===== src/rtl/rv_ctrl_pkg.sv =====
// Shared encodings for the RV32I single-cycle control path: opcodes, ALUOp,
// ALUControl and ImmSrc codes plus the main-decoder field bundle.
package rv_ctrl_pkg;

  localparam logic [6:0] OP_LW   = 7'b0000011;
  localparam logic [6:0] OP_SW   = 7'b0100011;
  localparam logic [6:0] OP_R    = 7'b0110011;
  localparam logic [6:0] OP_IALU = 7'b0010011;
  localparam logic [6:0] OP_BEQ  = 7'b1100011;

  localparam logic [1:0] ALUOP_ADD  = 2'b00;
  localparam logic [1:0] ALUOP_SUB  = 2'b01;
  localparam logic [1:0] ALUOP_FUNC = 2'b10;

  localparam logic [2:0] ALU_ADD = 3'b000;
  localparam logic [2:0] ALU_SUB = 3'b001;
  localparam logic [2:0] ALU_AND = 3'b010;
  localparam logic [2:0] ALU_OR  = 3'b011;
  localparam logic [2:0] ALU_XOR = 3'b100;
  localparam logic [2:0] ALU_SLT = 3'b101;

  localparam logic [1:0] IMM_I = 2'b00;
  localparam logic [1:0] IMM_S = 2'b01;
  localparam logic [1:0] IMM_B = 2'b10;

  typedef struct packed {
    logic       reg_write;
    logic [1:0] imm_src;
    logic       alu_src;
    logic       mem_write;
    logic       result_src;
    logic       branch;
    logic [1:0] alu_op;
  } ctrl_t;

  localparam ctrl_t CTRL_NONE = '{1'b0, 2'b00, 1'b0, 1'b0, 1'b0, 1'b0, 2'b00};

endpackage


===== src/rtl/alu_decoder.sv =====
// ALUOp/funct3/funct7 to ALUControl. Shifts and sltu are unsupported and fall back to add.
module alu_decoder
  import rv_ctrl_pkg::*;
(
  input  logic [1:0] alu_op,
  input  logic [2:0] funct3,
  input  logic       op5,
  input  logic       funct7,
  output logic [2:0] alu_control
);

  // Only R-type (op5=1) honours instr[30] as sub; addi ignores it
  always_comb begin
    alu_control = ALU_ADD;
    case (alu_op)
      ALUOP_ADD: alu_control = ALU_ADD;
      ALUOP_SUB: alu_control = ALU_SUB;
      ALUOP_FUNC: begin
        case (funct3)
          3'b000: begin
            if ({op5, funct7} == 2'b11) alu_control = ALU_SUB;
            else                        alu_control = ALU_ADD;
          end
          3'b010:  alu_control = ALU_SLT;
          3'b100:  alu_control = ALU_XOR;
          3'b110:  alu_control = ALU_OR;
          3'b111:  alu_control = ALU_AND;
          default: alu_control = ALU_ADD;
        endcase
      end
      default: alu_control = ALU_ADD;
    endcase
  end

endmodule


===== src/rtl/main_decoder.sv =====
// Opcode to datapath control fields; unknown opcodes decode to all-zero controls.
module main_decoder
  import rv_ctrl_pkg::*;
(
  input  logic [6:0] op,
  output ctrl_t      ctrl
);

  // Opcode decode table
  always_comb begin
    ctrl = CTRL_NONE;
    case (op)
      OP_LW:   ctrl = '{1'b1, IMM_I, 1'b1, 1'b0, 1'b1, 1'b0, ALUOP_ADD};
      OP_SW:   ctrl = '{1'b0, IMM_S, 1'b1, 1'b1, 1'b0, 1'b0, ALUOP_ADD};
      OP_R:    ctrl = '{1'b1, IMM_I, 1'b0, 1'b0, 1'b0, 1'b0, ALUOP_FUNC};
      OP_IALU: ctrl = '{1'b1, IMM_I, 1'b1, 1'b0, 1'b0, 1'b0, ALUOP_FUNC};
      OP_BEQ:  ctrl = '{1'b0, IMM_B, 1'b0, 1'b0, 1'b0, 1'b1, ALUOP_SUB};
      default: ctrl = CTRL_NONE;
    endcase
  end

endmodule


===== src/rtl/control_unit.sv =====
// Single-cycle RV32I control unit: combinational decode with a run flag that
// holds the architectural write enables low until the first edge out of reset.
module control_unit
  import rv_ctrl_pkg::*;
(
  input  logic       clk,
  input  logic       rst_n,
  input  logic [6:0] op,
  input  logic [2:0] funct3,
  input  logic       funct7,
  input  logic       Zero,
  output logic       PCSrc,
  output logic       ResultSrc,
  output logic       MemWrite,
  output logic [2:0] ALUControl,
  output logic       ALUSrc,
  output logic [1:0] ImmSrc,
  output logic       RegWrite
);

  ctrl_t ctrl_s;
  logic  run_q;

  main_decoder u_main_decoder (
    .op   (op),
    .ctrl (ctrl_s)
  );

  alu_decoder u_alu_decoder (
    .alu_op      (ctrl_s.alu_op),
    .funct3      (funct3),
    .op5         (op[5]),
    .funct7      (funct7),
    .alu_control (ALUControl)
  );

  // Run flag: the only state in the block
  always_ff @(posedge clk) begin
    if (!rst_n) run_q <= 1'b0;
    else        run_q <= 1'b1;
  end

  assign ResultSrc = ctrl_s.result_src;
  assign ALUSrc    = ctrl_s.alu_src;
  assign ImmSrc    = ctrl_s.imm_src;
  assign RegWrite  = ctrl_s.reg_write & run_q;
  assign MemWrite  = ctrl_s.mem_write & run_q;
  assign PCSrc     = ctrl_s.branch & Zero & run_q;

endmodule


===== config.mk =====
export PLATFORM = sky130hd
export DESIGN_NAME = control_unit
export DESIGN_NICKNAME = d
export VERILOG_FILES = /design/src/rtl/rv_ctrl_pkg.sv /design/src/rtl/alu_decoder.sv /design/src/rtl/main_decoder.sv /design/src/rtl/control_unit.sv
export SDC_FILE = /design/constraint.sdc
export NUM_CORES = 1
export LEC_CHECK = 0
export BUFFER_PORTS_ARGS = -buffer_cell sky130_fd_sc_hd__buf_2
export CORE_AREA = 2 2 39 41
export DETAILED_ROUTE_END_ITERATION = 7
export DIE_AREA = 0 0 41 43
export PLACE_DENSITY = 0.47
export SYNTH_ARGS = -nofsm -noshare
export SYNTH_HDL_FRONTEND = slang
export SYNTH_SLANG_ARGS = --single-unit

===== constraint.sdc =====
create_clock -name clk -period 1.4 [get_ports clk]
set_clock_uncertainty 0.1 [all_clocks]
set_input_delay 0.14 -clock clk [delete_from_list [all_inputs] [get_ports clk]]
set_output_delay 0.14 -clock clk [all_outputs]
set_load 0.05 [all_outputs]

==> flow_metrics.env <==
export IMPL_synth_top_area_share_pct=11.4
export IMPL_antennaDiodeCount=0
export IMPL_irDropWorstVdd_mv=0.153
export IMPL_area_growth_pct=158
export IMPL_path_delay_family="simple AND/OR/NAND/NOR gates"
export IMPL_final_cells=74
export IMPL_reg_top3="run_q (1)"
export IMPL_crit_path_start_kind="input port"
export IMPL_synth_fp_nets=42
export IMPL_place_hpwl_um=619
export IMPL_drtIter0Drc=0
export IMPL_cts_hold_buf=0
export IMPL_portBuffers=23
export IMPL_io_pins=24
export IMPL_start_util_pct=15.8
export IMPL_crit_chain="buf_6 > and4bb_2 > and3_4 > ha_4 > nand2b_4 > a221oi_4 > buf_6"
export IMPL_drc=0
export IMPL_setup_worst_path_start="op[3]"
export IMPL_status="complete, but fails checks"
export IMPL_yosys_area_top_type="ha_1"
export IMPL_yosysUniqueCellTypes=19
export IMPL_design_die_area_um2=1760
export IMPL_relSlewSlack_pct=81.9
export IMPL_rsz0062_at_grt="yes"
export IMPL_violations="setup timing"
export IMPL_async_flop_share_pct=0
export IMPL_post_route_util_pct=40.8
export IMPL_path_class="in -> out"
export IMPL_synth_most_common_cell="and3_2"
export IMPL_avgRoutedWirePerCell_um=10.1
export IMPL_ys_seq_area_share_pct=9.14
export IMPL_hold_start="rst_n"
export IMPL_max_stage_delay_ns=0.33
export IMPL_worstPathRequired_ns=1.16
export IMPL_maxSlewViolCount=0
export IMPL_fp_dieW_um=41
export IMPL_slowest_stage="and4bb_2"
export IMPL_crit_arrival_ns=1.43
export IMPL_synth_area_leaders="ha_1 11%, and3_2 10%, dfxtp_1 9.1%"
export IMPL_grt_max_degree=5
export IMPL_gp_congestion=0.725
export IMPL_die_y_um=43
export IMPL_antenna_left=0
export IMPL_fin_nets=76
export IMPL_clock_fmax_mhz=599
export IMPL_setup_violations=3
export IMPL_grtUsageTotal_pct=8.01
export IMPL_clk_pin_slew_ns=0
export IMPL_crit_top_cell="buf_6"
export IMPL_synthCells=26
export IMPL_grt_pass1_vias=275
export IMPL_p_leak_nw=0.252
export IMPL_fp_coreArea_um2=1380
export IMPL_hold_path_class="in -> reg"
export IMPL_maxCapViolCount=0
export IMPL_syn_avg_cell_area_um2=8.42
export IMPL_rows=14
export IMPL_drive_gt1_share_pct=82.8
export IMPL_tns_ns=-0.702
export IMPL_worstMarginPinSlew_ns=0.270
export IMPL_vias_per_cell=4.38
export IMPL_power_density_nw_per_um2=202
export IMPL_worstPathMaxFanout=4
export IMPL_path_buf_inv=2
export IMPL_dr_pass1_iters=1
export IMPL_synth_edff_count=0
export IMPL_whs_ns=0.145
export IMPL_timing_final_crit_share_pct=119
export IMPL_largest_register_ffs=1
export IMPL_hold_viol=0
export IMPL_period_minus_slack_ns=1.67
export IMPL_worst_slack_ns=-0.270
export IMPL_drt_wl_total_um=751
export IMPL_synth_warnings=0
export IMPL_critPathCaptureType="output port"
export IMPL_grt_pass1_wl_mm=1.07
export IMPL_yosys_register_bits=1
export IMPL_synthesis_area_um2=219
export IMPL_regMostFlops="run_q"
export IMPL_grt_overflow=0
export IMPL_power_mw=0.114
export IMPL_synth_main_ff_cell="dfxtp_1"
export IMPL_vias=324
export IMPL_antenna_found_initial=0
export IMPL_dp_cells=73
## timing repair
action	in CTS	in global routing
gates cloned	0	0
setup endpoints to repair	3	3
pin swaps	4	6
setup buffers	1	1
resized for setup	12	5
## cell type report
type | count | area (µm²)
repair buffers | 32 | 224
inverters | 2 | 7.51
well taps | 16 | 20.0
multi-input cells | 23 | 293
fillers | 145 | 820
flip-flops and latches | 1 | 20.0
## cell usage in the layout (no fill, tap or decap), types with 2 or more instances in the layout
cell / Yosys / routed
and3_4: 0 / 2
buf_6: 0 / 5
ha_4: 0 / 2
buf_4: 0 / 8
buf_2: 0 / 17
and4_1: 2 / 2
## cell families (layout without fill, tap and decap cells)
logic type / count (synthesis) / count (layout) / synth area share, %
DFF: 1 / 1 / 9.14
adders and majority gates: 2 / 2 / 11.4
xor gates and xnor gates: 1 / 1 / 4.00
buffers and inverters: 2 / 34 / 3.43
and+or+nand+nor: 18 / 18 / 64.6
AOI/OAI and AO/OA: 2 / 2 / 7.43
## power by group
| group | switching, mW | internal, mW | total (mW) |
|---|---|---|---|
| combinational | 0.0397 | 0.0427 | 0.0824 |
| clock | 0 | 0 | 0 |
| sequential | 0.000789 | 0.0307 | 0.0314 |
## path summary, 6_finish.rpt
| kind | slack (ns) | cells after the start | to |
|---|---|---|---|
| max | -0.27 | 7 | ALUControl[0] |
| min | 0.15 | 1 | run_q |
## per-stage QoR
step	setup WS [ns]	cell area, µm²
global route	-0.308	564
floorplan	-0.427	299
CTS	-0.283	553
global placement	-0.380	494
detailed placement	-0.399	494
finish	-0.270	564
## metal layers
metal / track usage, % / vias up / share of wire, %
met5: 0 / - / 0
met4: 0 / 0 / 0
met3: 1.05 / 0 / 13
met2: 12.2 / 18 / 41
met1: 12.4 / 139 / 45
li1: - / 167 / -
Power figures use the tool's default switching activity.
